==> src/rtl/cmp_arb_32.sv <==
// cmp_arb_32: two requesters share one subtract-based less-than comparator behind a round-robin arbiter.
// Optional macro CMP_SIGNED_EN: when defined, REQn_SIGNED selects a signed compare; otherwise every compare is unsigned.
module cmp_arb_32 #(
  parameter int WIDTH = 32
) (
  input  logic             CLK,
  input  logic             RST,
  input  logic             REQ0_VALID,
  input  logic [WIDTH-1:0] REQ0_A,
  input  logic [WIDTH-1:0] REQ0_B,
  input  logic             REQ0_SIGNED,
  output logic             REQ0_READY,
  input  logic             REQ1_VALID,
  input  logic [WIDTH-1:0] REQ1_A,
  input  logic [WIDTH-1:0] REQ1_B,
  input  logic             REQ1_SIGNED,
  output logic             REQ1_READY,
  output logic             RSP_VALID,
  output logic             RSP_ID,
  output logic             RSP_LT,
  input  logic             RSP_READY,
  output logic             BUSY
);

  typedef enum logic [1:0] {
    IDLE = 2'd0,
    CALC = 2'd1,
    RESP = 2'd2
  } state_t;

  state_t           state_r;
  logic             pri_r;
  logic             id_r;
  logic             rsp_id_r;
  logic             rsp_lt_r;
  logic             rsp_valid_r;
  logic             busy_r;
  logic [WIDTH-1:0] a_r;
  logic [WIDTH-1:0] b_r;
  logic             grant0_s;
  logic             grant1_s;
  logic [WIDTH:0]   diff_s;
  logic             lt_s;

`ifdef CMP_SIGNED_EN
  logic             sgn_r;
`else
  logic             unused_signed_s;
  assign unused_signed_s = REQ0_SIGNED ^ REQ1_SIGNED;
`endif

  // Signed compare: differing sign bits decide directly, otherwise the low-half borrow does.
  function automatic logic lt_from_diff(input logic [WIDTH:0] d, input logic a_msb,
                                        input logic b_msb, input logic sgn);
    logic lt;
    if (sgn && (a_msb != b_msb)) begin
      lt = a_msb;
    end else if (sgn) begin
      lt = d[WIDTH-1];
    end else begin
      lt = d[WIDTH];
    end
    return lt;
  endfunction

  // Arbitration: a lone requester wins, contention is resolved by the priority pointer.
  always_comb begin
    grant0_s = 1'b0;
    grant1_s = 1'b0;
    if (state_r == IDLE) begin
      if (REQ0_VALID && REQ1_VALID) begin
        grant0_s = ~pri_r;
        grant1_s = pri_r;
      end else begin
        grant0_s = REQ0_VALID;
        grant1_s = REQ1_VALID;
      end
    end else begin
      grant0_s = 1'b0;
      grant1_s = 1'b0;
    end
  end

  // Shared comparator on the latched operands.
  always_comb begin
    diff_s = {1'b0, a_r} - {1'b0, b_r};
`ifdef CMP_SIGNED_EN
    lt_s   = lt_from_diff(diff_s, a_r[WIDTH-1], b_r[WIDTH-1], sgn_r);
`else
    lt_s   = lt_from_diff(diff_s, a_r[WIDTH-1], b_r[WIDTH-1], 1'b0);
`endif
  end

  // Control FSM with operand capture and registered response outputs.
  always_ff @(posedge CLK or posedge RST) begin
    if (RST) begin
      state_r     <= IDLE;
      pri_r       <= 1'b0;
      id_r        <= 1'b0;
      rsp_id_r    <= 1'b0;
      rsp_lt_r    <= 1'b0;
      rsp_valid_r <= 1'b0;
      busy_r      <= 1'b0;
      a_r         <= {WIDTH{1'b0}};
      b_r         <= {WIDTH{1'b0}};
`ifdef CMP_SIGNED_EN
      sgn_r       <= 1'b0;
`endif
    end else begin
      case (state_r)
        IDLE: begin
          if (grant0_s || grant1_s) begin
            a_r     <= grant1_s ? REQ1_A : REQ0_A;
            b_r     <= grant1_s ? REQ1_B : REQ0_B;
`ifdef CMP_SIGNED_EN
            sgn_r   <= grant1_s ? REQ1_SIGNED : REQ0_SIGNED;
`endif
            id_r    <= grant1_s;
            pri_r   <= ~grant1_s;
            busy_r  <= 1'b1;
            state_r <= CALC;
          end
        end
        CALC: begin
          rsp_lt_r    <= lt_s;
          rsp_id_r    <= id_r;
          rsp_valid_r <= 1'b1;
          state_r     <= RESP;
        end
        RESP: begin
          if (RSP_READY) begin
            rsp_valid_r <= 1'b0;
            busy_r      <= 1'b0;
            state_r     <= IDLE;
          end
        end
        default: begin
          rsp_valid_r <= 1'b0;
          busy_r      <= 1'b0;
          state_r     <= IDLE;
        end
      endcase
    end
  end

  assign REQ0_READY = grant0_s;
  assign REQ1_READY = grant1_s;
  assign RSP_VALID  = rsp_valid_r;
  assign RSP_ID     = rsp_id_r;
  assign RSP_LT     = rsp_lt_r;
  assign BUSY       = busy_r;

endmodule

==> config.mk <==
export PLATFORM = sky130hd
export DESIGN_NAME = cmp_arb_32
export DESIGN_NICKNAME = d
export VERILOG_FILES = /design/src/rtl/cmp_arb_32.sv
export SDC_FILE = /design/constraint.sdc
export NUM_CORES = 1
export LEC_CHECK = 0
export ABC_AREA = 1
export BUFFER_PORTS_ARGS = -buffer_cell sky130_fd_sc_hd__buf_4
export CAP_MARGIN = 20
export CORE_ASPECT_RATIO = 1.4
export CORE_UTILIZATION = 30
export CTS_CLUSTER_SIZE = 12
export DETAILED_ROUTE_END_ITERATION = 12
export SYNTH_ARGS = -nofsm -noshare
export SYNTH_HDL_FRONTEND = slang
export SYNTH_SLANG_ARGS = --single-unit
==> constraint.sdc <==
create_clock -name CLK -period 3.6 [get_ports CLK]
set_input_delay 0 -clock CLK [delete_from_list [all_inputs] [get_ports CLK]]
set_output_delay 0 -clock CLK [all_outputs]
set_load 0.1 [all_outputs]
Word level (Yosys, flattened, before mapping)
Index checks and enable logic that the tools add are counted.
- add/sub/neg operators: 1
- equality and inequality tests: 4
- muxes and demuxes: 13
- bitwise logic cells: 4
- reductions and logical operators: 7
- operators by type and width (kind ; count):
    $mux 32 ; 2
    $sub 32x32->33 ; 1
    $mux 1 ; 6
    $pmux 1 s3 ; 2
    $pmux 2 s3 ; 1
    $reduce_and 2->1 ; 3
    $mux 2 ; 2
    $not 1->1 ; 4
    $reduce_and 3->1 ; 1
    $eq 2x1->1 const B ; 1
    $eq 2x2->1 const B ; 1
    $logic_not 2->1 ; 1
    $ne 2x1->1 const B ; 1
    $ne 2x2->1 const B ; 1
    $logic_and 1x1->1 ; 1
    $logic_or 1x1->1 ; 1
- register bits after elaboration: 72
- input bits: 135
- output and inout bits: 6
- logic and storage cells: 38

Logic depth before layout (Yosys ltp)
Gate-level depths: netlist of run 1.
- word-level depth: 6
- depth in mapped cells: 13
- mapped depth without buffers: 13

Least setup slack after synthesis of run 1
OpenSTA, ideal clock, no wires.
- path type: register to register
- start point: register state_r[1]
- end point: register a_r[1]
- library setup time: 0.069 ns
- arrival time: 1.231 ns
- required time: 3.531 ns
- path slack: 2.301 ns
- stages on the path, launching flop included: 8
- buffers on the path: 2
- period minus slack after synthesis: 1.299 ns
- cell sequence: dfrtp_1 > nor2_2 > nand3_2 > inv_2 > buf_6 > buf_6 > nand2_1 > nand3_1
- cells in the longest elaborated chain, start to end: 4
- elaborated cells on any way between the ends: 6
- those cells by class: 3 x mux; 3 x reduce/logical
- ends and longest elaborated chain (what ; line ; text):
    start, declared ; 31 ; state_t state_r;
    start signal, assigned ; 97 ; state_r <= IDLE;
    start signal, assigned ; 121 ; state_r <= CALC;
    start signal, assigned ; 128 ; state_r <= RESP;
    $logic_not 2->1 * ; 70 ; if (state_r == IDLE) begin
    $mux 1 * ; 70 ;
    via REQ1_READY ; 17 ; output logic REQ1_READY,
    $logic_or 1x1->1 ; 112 ; if (grant0_s || grant1_s) begin
    $reduce_and 2->1 (no source line) ; n/a ;
    end signal, assigned ; 104 ; a_r <= {WIDTH{1'b0}};
    end signal, assigned ; 113 ; a_r <= grant1_s ? REQ1_A : REQ0_A;
    end, declared ; 38 ; logic [WIDTH-1:0] a_r;
The timed path passes the listed nets; every way through them passes the cells marked *.
A chain may end at the register's enable or synchronous reset.

Worst setup path after layout of run 1
- start point: register state_r[0]
- end point: register b_r[17]
- cells in the longest elaborated chain, start to end: 4
- elaborated cells on any way between the ends: 6
- those cells by class: 3 x mux; 3 x reduce/logical
- ends and longest elaborated chain (what ; line ; text):
    $logic_not 2->1 * ; 70, 110 ;
    $mux 1 ; 70 ;
    $logic_or 1x1->1 ; 112 ;
    $reduce_and 2->1 (no source line) ; n/a ;
    end signal, assigned ; 105 ; b_r <= {WIDTH{1'b0}};
    end signal, assigned ; 114 ; b_r <= grant1_s ? REQ1_B : REQ0_B;
    end, declared ; 39 ; logic [WIDTH-1:0] b_r;
Mark *: on every way between the ends. The rest lies on a longest branch, timed or not.

==> out/metrics.sh, run 1 <==
CRITICAL_PATH.REG2REG.STARTPOINT='state_r[0]'
GRT_USE_MET2_PCT=32.6
RUN_STATUS='completed'
LAYOUTNONFILLERINSTCOUNT=903
POST_ROUTE_CELLS_DRIVE_ABOVE_1_SHARE_PCT=22.1
FINALMAXSLEWVIOLATIONS=0
YOSYS.AREA.TOP_TYPE_SHARE_PCT=45.9
GRT.MET3_USAGE_PCT=3.25
FINALCLOCKSKEW_PS=3.67
VIA_PER_INST=4.56
IR_DROP_mV=0.273
SETUP_TOTAL_NEGATIVE_SLACK_PS=0
POST-SYNTH-TOP-COUNT-CELL='sky130_fd_sc_hd__nand2_1'
CLOCK_LATENCY_PS=330
GRT-OVFL-TOTAL=0
FP-ROW-COUNT=49
MAX-CLOCK-PATH-BUFFERS=2
TIMING.MAX_CAP.VIOLATIONS=0
ANT_NETS=0
GRT_MAX_DEGREE=67
WORST-PATH-MAX-FANOUT=34
AREAGROWTHSYNTHTOFINISH_PCT=69.2
CTSHTREEMAXLEVEL=3
DIE-AREA_UM2=13600
VIA_COUNT=4119
POST_SYNTH_INST_COUNT=480
AVGROUTEDWIREPERCELL_UM=12.5
TRITONCTS.NUM_BUFFERS=9
FINISH.UTILIZATION_PCT=51.9
WORSTREGTOREGCELLS=7
ANTENNA_FOUND_INITIAL=0
CRITPATHLAUNCHTYPE='flop'
SHARE_OF_THE_CLOCK_PERIOD_USED_BY_THE_WORST_PATH_PCT=68.7
GRTUSAGEMET1_PCT=19.8
GLOBALROUTE.BUSIESTLAYER='met2'
END_OF_THE_WORST_REGISTER_TO_REGISTER_PATH='b_r[17]'
WORSTSETUPPATHTYPE='flop to flop'
GP_CONGESTION=0.812
SYNTHFLOPTYPE='sky130_fd_sc_hd__dfrtp_1'
FINAL_CELL_AREA_UM2=6650
NUMBER_OF_REGISTER_BITS_INFERRED_BY_SYNTHESIS=72
SYNTH-ASYNC-RESET-RATIO_PCT=100
YOSYS_WARNINGS=0
NUMBER_OF_GLOBAL_ROUTE_VIAS_BEFORE_REPAIR=4141
DRTPASS1ITERATIONS=4
R2R_SLACK_PS=1130
CTS_REPAIR_RESIZE_COUNT=0
CORE-AREA_UM2=12800
DETAILEDPLACEMENTHPWL_UM=7580
N_ANTENNA_CELL=0
DIEWIDTH_UM=98.7
SYN_AREA_PER_CELL_UM2=8.18
TOTALWIRELENGTH_UM=11300
DP.CELLS=754
INITIAL_UTILIZATION_PCT=30.6
CLKTRANSATPATHREGS_PS=60
SLEW_HEADROOM_PCT=57.0
GLOBALROUTETOTALUTIL_PCT=17.4
GRT_SETUP_UNREPAIRED='no'
DRT-INITIAL-DRC-COUNT=127
FIRST_PASS_GRT_WIRE_LENGTH_UM=18500
CRIT_PATH_END_KIND='flop'
SYNTHTOPCELLSBYAREA='sky130_fd_sc_hd__dfrtp_1 46%, sky130_fd_sc_hd__nand2_1 19%, sky130_fd_sc_hd__ha_1 9.9%'
MAX_FREQ_GHz=0.404
PLACEDINSTANCEAREA_UM2=5000
PORT-BUFFER-COUNT=138
YOSYS-TOP-CELLS-COUNT='200 x sky130_fd_sc_hd__nand2_1, 72 x sky130_fd_sc_hd__dfrtp_1, 45 x sky130_fd_sc_hd__inv_1'
REQUIRED_PS=3860
PWR_DENSITY_CELL_nW_PER_UM2=773
CTS-ROOT-BUF='sky130_fd_sc_hd__clkbuf_16'
NUM_IO_PINS=141
YOSYS.CELL_TYPES.COUNT=18
FINAL-HOLD-VIOLATION-COUNT=0
SYNTH_AREA_LEADER_CELL='sky130_fd_sc_hd__dfrtp_1'
DESIGN.FINAL.NETS=911
POST-ROUTE-DRC-COUNT=0
POST_SYNTH_INSTANCE_AREA_UM2=3930
CRIT_ARRIVAL_PS=2740
CLKSINKCOUNT=72
WORST_HOLD_PATH_CLASS='input port to asynchronous set/reset pin'
TIGHTESTPINTRANSITION_PS=644
POSTSYNTHNETCOUNT=646
FLOORPLAN.DIE.HEIGHT_UM=137
SYNTH.YOSYS.SEQ_AREA_SHARE_PCT=45.9
EDFF_COUNT_SYNTH=0
SETUP_VIOLATION_TOTAL_IN_THE_FINAL_TIMING_REPORT=0
LEAKAGE_nW=3.32
FINALWORSTPATHREQUIREDPERIOD_PS=2470
CTS_TREE='built'
==> stage by stage <==
step	total power (W)	setup WS (ps)	hold slack, ps
3_3_place_gp	0.00343	1670	88.4
2_1_floorplan	0.00299	1780	133
3_5_place_dp	0.00350	1670	87.1
5_1_grt	0.00559	945	352
4_1_cts	0.00515	1130	293
6_report	0.00513	1130	281
==> critical path, stage by stage, from the launching register on <==
cell and delay [ps]:
sky130_fd_sc_hd__dfrtp_1 400, sky130_fd_sc_hd__nor2_2 180, sky130_fd_sc_hd__nand3_2 130, sky130_fd_sc_hd__inv_2 440, sky130_fd_sc_hd__buf_4 440, sky130_fd_sc_hd__nand2_1 100
sky130_fd_sc_hd__o211ai_1 100, sky130_fd_sc_hd__dlygate4sd3_1 590
==> power breakdown <==
| part | internal, W | leakage (nW) | switching, W |
|---|---|---|---|
| clock network | 0.000571 | 0.148 | 0.000331 |
| logic | 0.00139 | 2.29 | 0.00145 |
| registers | 0.00122 | 0.877 | 0.000183 |
==> timing repair <==
| action | 4_1_cts | 5_1_grt |
|---|---|---|
| hold buffers | 132 | 0 |
| hold endpoints to repair | 102 | 0 |
| buffers inserted | 0 | 0 |
| endpoints found under the setup margin | 0 | 0 |
==> flip-flops by register name, summed over array words and instances (netlist names) <==
name	count
a_r	32
b_r	32
state_r	2
BUSY	1
RSP_ID	1
RSP_LT	1
RSP_VALID	1
id_r	1
pri_r	1
==> worst max path at each step <==
stage,startpoint,to
global route,state_r[1],b_r[17]
global placement,state_r[0],REQ0_READY
detailed placement,state_r[0],REQ0_READY
CTS,state_r[0],b_r[13]
floorplan,RST,BUSY
finish,state_r[0],b_r[17]
==> kinds of logic (layout without fill, tap and decap cells) <==
logic type                 Yosys count  count (layout)  synth area share, %
buffers and inverters               68             338                 9.21
and+or+nand+nor                    253             253                 25.8
DFF                                 72              72                 45.9
AOI/OAI and AO/OA                   56              56                 9.18
adders and majority gates           31              31                 9.88
==> placed cells by master, fill, tap and decap left out <==
cell / netlist / final
sky130_fd_sc_hd__nand2_1: 200 / 200
sky130_fd_sc_hd__buf_4: 0 / 141
sky130_fd_sc_hd__dlygate4sd3_1: 0 / 132
sky130_fd_sc_hd__dfrtp_1: 72 / 72
sky130_fd_sc_hd__inv_1: 45 / 44
sky130_fd_sc_hd__nand3_1: 34 / 34
sky130_fd_sc_hd__o211ai_1: 32 / 32
sky130_fd_sc_hd__ha_1: 31 / 31
sky130_fd_sc_hd__a21oi_1: 15 / 15
sky130_fd_sc_hd__nor2_1: 12 / 12
sky130_fd_sc_hd__clkbuf_16: 0 / 9
sky130_fd_sc_hd__o21ai_0: 8 / 8
sky130_fd_sc_hd__inv_2: 3 / 3
sky130_fd_sc_hd__clkinv_2: 0 / 3
sky130_fd_sc_hd__nand3_2: 2 / 2
sky130_fd_sc_hd__nor3_1: 2 / 2
sky130_fd_sc_hd__clkbuf_8: 0 / 2
sky130_fd_sc_hd__clkinvlp_4: 0 / 2
sky130_fd_sc_hd__nor2_2: 1 / 1
sky130_fd_sc_hd__nand2_2: 1 / 1
sky130_fd_sc_hd__nand4_1: 1 / 1
sky130_fd_sc_hd__o21ai_1: 1 / 1
sky130_fd_sc_hd__bufinv_16: 0 / 1
sky130_fd_sc_hd__buf_12: 0 / 1
==> cell type report <==
type	count	area, µm²
Inverter	48	181
Clock buffer	11	253
Fill cell	1146	6170
Sequential cell	72	1800
Tap cell	153	191
Multi-Input combinational cell	340	1760
Timing Repair Buffer	274	2400
Clock inverter	5	55.1
==> metal layers <==
layer	part of all wire (%)	vias up
met4	1.3	0
met3	3.0	10
met2	54	91
met5	0	-
met1	41	1940
li1	-	2078
Note: power is estimated with default switching activity, not from simulation.
==> inputs of run 2 (changes only) <==
==> constraint.sdc (replaced) <==
create_clock -name CLK -period 2.1 [get_ports CLK]
set_input_delay 0 -clock CLK [delete_from_list [all_inputs] [get_ports CLK]]
set_output_delay 0 -clock CLK [all_outputs]
set_load 0.1 [all_outputs]
==> out/metrics.sh, run 2 (same netlist as run 1, synthesis figures left out) <==
FINAL_COMMON_CELL='sky130_fd_sc_hd__nand2_1'
GP_CONGESTION=0.836
TOP_REGS='a_r x32, b_r x32, state_r x2'
CLK_NETWORK_PWR_SHARE_PCT=16.9
CTSHTREEMAXLEVEL=3
END_OF_THE_WORST_REGISTER_TO_REGISTER_PATH='b_r[7]'
FINAL-HOLD-VIOLATION-COUNT=0
VIA_COUNT=4154
DIE-AREA_UM2=13600
CRITICAL-PATH-TOP-DELAY-FAMILY='buffers and inverters'
DIEWIDTH_UM=98.7
REQUIRED_PS=2360
FINAL_CELL_MIX='200 x sky130_fd_sc_hd__nand2_1, 140 x sky130_fd_sc_hd__buf_4, 133 x sky130_fd_sc_hd__dlygate4sd3_1'
PWR_DENSITY_CELL_nW_PER_UM2=1170
CRITPATHLAUNCHTYPE='flop'
CRIT_PATH_END_KIND='flop'
TRITONCTS.NUM_BUFFERS=9
WORSTREGTOREGCELLS=7
DESIGN.FINAL.NETS=914
FP-ROW-COUNT=49
NET_SW_POWER_W=0.00323
FINALCLOCKSKEW_PS=6.64
DETAILEDPLACEMENTHPWL_UM=7620
SETUP_TOTAL_NEGATIVE_SLACK_PS=0
TIMING.CRITICAL_PATH.SLOWEST_CELL_DELAY_PS=580
LAYOUT.FILLER_CELLS=1138
ANTENNA_FOUND_INITIAL=1
GRT_MAX_DEGREE=54
MAX_FREQ_GHz=0.497
R2R_SLACK_PS=90
CRIT_ARRIVAL_PS=2280
IR_DROP_mV=0.564
CP_CELL_INSTANCES='nor2_2 > nand3_2 > clkinv_2 > buf_12 > nand2_1 > o211ai_1 > dlygate4sd3_1'
VIA_PER_INST=4.60
GLOBALROUTETOTALUTIL_PCT=18.9
MAX-CLOCK-PATH-BUFFERS=2
CRITICAL_PATH.REG2REG.STARTPOINT='state_r[1]'
TIMING.MAX_CAP.VIOLATIONS=0
TOTALWIRELENGTH_UM=12500
HOLD_WS_PS=302
SEQ_POWER_SHARE_PCT=31.0
POST_ROUTE_CELLS_DRIVE_ABOVE_1_SHARE_PCT=21.7
WORST_HOLD_PATH_CLASS='input port to asynchronous set/reset pin'
POST-ROUTE-DRC-COUNT=0
CLKSINKCOUNT=72
INTERNAL_POWER_W=0.00453
WORSTSETUPPATHTYPE='flop to flop'
POWER.COMBINATIONAL.FRACTION_PCT=52.1
SHARE_OF_THE_CLOCK_PERIOD_USED_BY_THE_WORST_PATH_PCT=95.8
CORE-AREA_UM2=12800
LEAKAGE_nW=3.28
FLOORPLAN.DIE.HEIGHT_UM=137
INITIAL_UTILIZATION_PCT=30.6
DRT-INITIAL-DRC-COUNT=159
DRTPASS1ITERATIONS=6
FINALWORSTPATHREQUIREDPERIOD_PS=2010
ANT_NETS=0
FIRST_PASS_GRT_WIRE_LENGTH_UM=19900
SETUP_VIOLATION_TOTAL_IN_THE_FINAL_TIMING_REPORT=0
RUN_STATUS='completed'
POWER.SHARE.SWITCHING_PCT=41.6
SLEW_HEADROOM_PCT=54.1
PORT-BUFFER-COUNT=138
NUM_IO_PINS=141
AVGROUTEDWIREPERCELL_UM=13.9
FINALMAXSLEWVIOLATIONS=0
WORSTPATHBUFFERINVERTERCOUNT=3
WORST-PATH-MAX-FANOUT=27
CLKTRANSATPATHREGS_PS=60
SETUP.WORST_PATH.START='state_r[1]'
NUMBER_OF_GLOBAL_ROUTE_VIAS_BEFORE_REPAIR=4387
AREAGROWTHSYNTHTOFINISH_PCT=69.4
CTS_TREE='built'
GRT-OVFL-TOTAL=0
TIMING.CRITICAL_PATH.SLOWEST_STAGE_CELL='sky130_fd_sc_hd__dlygate4sd3_1'
TIGHTESTPINTRANSITION_PS=688
CLOCK_LATENCY_PS=330
CTS-ROOT-BUF='sky130_fd_sc_hd__clkbuf_16'
==> run 2: power groups by stage <==
| stage | logic, W | registers, W | clock network (W) |
|---|---|---|---|
| after floorplan | 0.00252 | 0.00260 | 0 |
| after detailed placement | 0.00361 | 0.00242 | 0 |
| after global routing | 0.00462 | 0.00247 | 0.00140 |
| after global placement | 0.00351 | 0.00241 | 0 |
| after CTS | 0.00402 | 0.00241 | 0.00135 |
| final | 0.00404 | 0.00240 | 0.00131 |
==> run 2: metal layers <==
layer  vias up  global-route usage, %  routed length (µm)
met3        31                   2.99                 419
li1       2084                      -                   -
met1      1923                   20.3                5020
met4         0                   10.4                 425
met5         -                      0                   0
met2       116                   35.4                6660
==> run 2: timing repair <==
item,in CTS,in global routing
hold buffers,133,0
resized for setup,0,2
hold endpoints to repair,101,0
endpoints found under the setup margin,0,6
setup buffers,0,0
==> run 2: worst max-delay path by stage <==
stage                   end  slack [ps]  depth (start not counted)
floorplan              BUSY         280                          1
global placement    a_r[21]         430                          6
detailed placement   a_r[8]         350                          6
CTS                  b_r[6]          80                          7
global route         b_r[7]         -20                          7
finish               b_r[7]          90                          7
==> run 2: cell type report <==
| type | instances | area (µm²) | area share, % |
|---|---|---|---|
| repair buffers | 277 | 2470 | 37.1 |
| flip-flops and latches | 72 | 1800 | 27.1 |
| multi-input cells | 340 | 1760 | 26.5 |
| clock buffers | 11 | 233 | 3.50 |
| well taps | 153 | 191 | 2.88 |
| inverters | 48 | 184 | 2.76 |
| clock inverters | 2 | 10.0 | 0.150 |
| diodes | 1 | 2.50 | 0.0376 |
==> run 2: worst min-delay path: stages <==
cell and delay (ps):
sky130_fd_sc_hd__dlygate4sd3_1 550, sky130_fd_sc_hd__buf_4 140, sky130_fd_sc_hd__clkinv_2 420
==> run 2: through the flow <==
| stage | power, W | area (µm²) | instances | utilization [%] | setup WS, ps |
|---|---|---|---|---|---|
| after floorplan | 0.00512 | 3930 | 480 | - | 275 |
| after CTS | 0.00777 | 6620 | 902 | 51.7 | 83.5 |
| after detailed placement | 0.00603 | 5050 | 756 | 39.4 | 352 |
| after global placement | 0.00591 | 5050 | 756 | 39.4 | 428 |
| final | 0.00776 | 6650 | 904 | 51.9 | 88.2 |
| after global routing | 0.00849 | 6650 | 904 | 51.9 | -23.1 |
==> inputs of run 3 (changes only) <==
==> constraint.sdc (replaced) <==
create_clock -name CLK -period 2 [get_ports CLK]
set_input_delay 0 -clock CLK [delete_from_list [all_inputs] [get_ports CLK]]
set_output_delay 0 -clock CLK [all_outputs]
set_load 0.1 [all_outputs]
==> out/metrics.sh, run 3 (same netlist as run 1, synthesis figures left out) <==
IR_DROP_mV=0.468
CRIT_ARRIVAL_PS=2110
POST_CTS_SETUP_BUFFER_COUNT=0
CTS-ROOT-BUF='sky130_fd_sc_hd__clkbuf_16'
DP.CELLS=757
DRTPASS1ITERATIONS=4
FINALWORSTPATHREQUIREDPERIOD_PS=1840
CLKSINKCOUNT=72
PWR_DENSITY_CELL_nW_PER_UM2=1230
CTSHTREEMAXLEVEL=3
FINALMAXSLEWVIOLATIONS=0
N_ANTENNA_CELL=0
GRT_SETUP_UNREPAIRED='no'
DIEWIDTH_UM=98.7
DESIGN.FINAL.NETS=913
SLEW_HEADROOM_PCT=58.0
DETAILEDPLACEMENTHPWL_UM=7660
RUN_STATUS='completed'
DIE-AREA_UM2=13600
NUMBER_OF_GLOBAL_ROUTE_VIAS_BEFORE_REPAIR=4249
CRIT_PATH_END_KIND='flop'
WORSTSETUPPATHTYPE='flop to flop'
TOTALPOWERFINAL_W=0.00815
REQUIRED_PS=2260
NUM_IO_PINS=141
TIGHTESTPINTRANSITION_PS=630
POST_ROUTE_CELLS_DRIVE_ABOVE_1_SHARE_PCT=22.3
AVGROUTEDWIREPERCELL_UM=13.2
TRITONCTS.NUM_BUFFERS=9
FINALCLOCKSKEW_PS=4.42
MAX_FREQ_GHz=0.543
FINAL_CELL_MIX='200 x sky130_fd_sc_hd__nand2_1, 141 x sky130_fd_sc_hd__buf_4, 132 x sky130_fd_sc_hd__dlygate4sd3_1'
TOP_REGS='a_r x32, b_r x32, state_r x2'
MAX-CLOCK-PATH-BUFFERS=2
VIA_PER_INST=4.51
GRT_MAX_DEGREE=53
POST-ROUTE-DRC-COUNT=0
FINAL-HOLD-VIOLATION-COUNT=0
CLKTRANSATPATHREGS_PS=60
LAYOUTNONFILLERINSTCOUNT=905
DRT-INITIAL-DRC-COUNT=149
TOTALWIRELENGTH_UM=12000
SHARE_OF_THE_CLOCK_PERIOD_USED_BY_THE_WORST_PATH_PCT=92.0
GP_CONGESTION=0.816
PORT-BUFFER-COUNT=138
FLOORPLAN.DIE.HEIGHT_UM=137
VIA_COUNT=4080
CLOCK_LATENCY_PS=330
CORE-AREA_UM2=12800
FINAL_COMMON_CELL='sky130_fd_sc_hd__nand2_1'
WORST_HOLD_PATH_CLASS='input port to asynchronous set/reset pin'
FP-ROW-COUNT=49
WORST-PATH-MAX-FANOUT=31
CRITPATHLAUNCHTYPE='flop'
CTS_TREE='built'
TIMING.MAX_CAP.VIOLATIONS=0
SETUP_VIOLATION_TOTAL_IN_THE_FINAL_TIMING_REPORT=0
AREAGROWTHSYNTHTOFINISH_PCT=69.5
GLOBALROUTETOTALUTIL_PCT=18.2
ANT_NETS=0
ANTENNA_FOUND_INITIAL=0
SETUP_TOTAL_NEGATIVE_SLACK_PS=0
FIRST_PASS_GRT_WIRE_LENGTH_UM=19200
INITIAL_UTILIZATION_PCT=30.6
LEAKAGE_nW=3.28
GRT-OVFL-TOTAL=0
## run 3: changes by cell type in the layout (fill, tap and decap cells not counted)
cell	delta
sky130_fd_sc_hd__clkinvlp_4	+4
sky130_fd_sc_hd__clkinv_2	-3
sky130_fd_sc_hd__clkbuf_1	-2
sky130_fd_sc_hd__buf_12	-1
sky130_fd_sc_hd__buf_4	+1
sky130_fd_sc_hd__buf_6	+1
sky130_fd_sc_hd__clkbuf_16	-1
sky130_fd_sc_hd__clkbuf_8	+1
sky130_fd_sc_hd__diode_2	-1
sky130_fd_sc_hd__dlygate4sd3_1	-1
sky130_fd_sc_hd__inv_2	+1
sky130_fd_sc_hd__inv_4	+1
sky130_fd_sc_hd__inv_6	+1
## run 3: stage by stage
step           hold slack, ps  instance area [µm²]  util, %  setup WS [ps]
5_1_grt                   340                 6650     51.9           62.4
3_5_place_dp              102                 5040     39.4            421
3_3_place_gp             94.5                 5040     39.4            442
6_report                  305                 6650     51.9            160
4_1_cts                   313                 6650     51.9           23.3
2_1_floorplan             133                 3930        -            175
## run 3: repair_timing
action,CTS,global route
hold endpoints to repair,102,0
resized for setup,0,3
hold buffers,132,0
endpoints found under the setup margin,0,4
## run 3: critical path: stages, from the launching register on
cell and delay (ps):
sky130_fd_sc_hd__dfrtp_1 410, sky130_fd_sc_hd__nor2_2 160, sky130_fd_sc_hd__nand3_2 120, sky130_fd_sc_hd__inv_2 80, sky130_fd_sc_hd__buf_6 230, sky130_fd_sc_hd__nand2_1 100, sky130_fd_sc_hd__o211ai_1 90, sky130_fd_sc_hd__dlygate4sd3_1 570
## run 3: path summary, 6_finish.rpt
path	from	endpoint	slack [ps]	cells past startpoint
worst max-delay path	state_r[1]	b_r[30]	160	7
worst min-delay path	RST	b_r[17]	300	3
worst max register to register	state_r[1]	b_r[30]	160	7
worst min register to register	a_r[20]	a_r[20]	490	2
max in group asynchronous	RST	b_r[19]	1070	4
min in group CLK	REQ1_A[31]	a_r[31]	420	4
## run 3: layout make-up
type | count | area [µm²]
Clock buffer | 10 | 239
Clock inverter | 6 | 43.8
Fill cell | 1131 | 6160
Inverter | 48 | 184
Multi-Input combinational cell | 340 | 1760
Sequential cell | 72 | 1800
Tap cell | 153 | 191
Timing Repair Buffer | 276 | 2430
## run 3: metal layers
metal	track usage [%]	up-vias	wire length, µm
met5	0	-	0
met4	8.29	0	390
met3	3.25	27	381
met2	34.5	108	6450
met1	19.7	1860	4740
li1	-	2085	-
## run 3: report_power, final
| group | internal (W) | switching (W) | leakage [nW] |
|---|---|---|---|
| registers | 0.00219 | 0.000330 | 0.877 |
| clock network | 0.000874 | 0.000617 | 0.127 |
| logic | 0.00169 | 0.00244 | 2.28 |
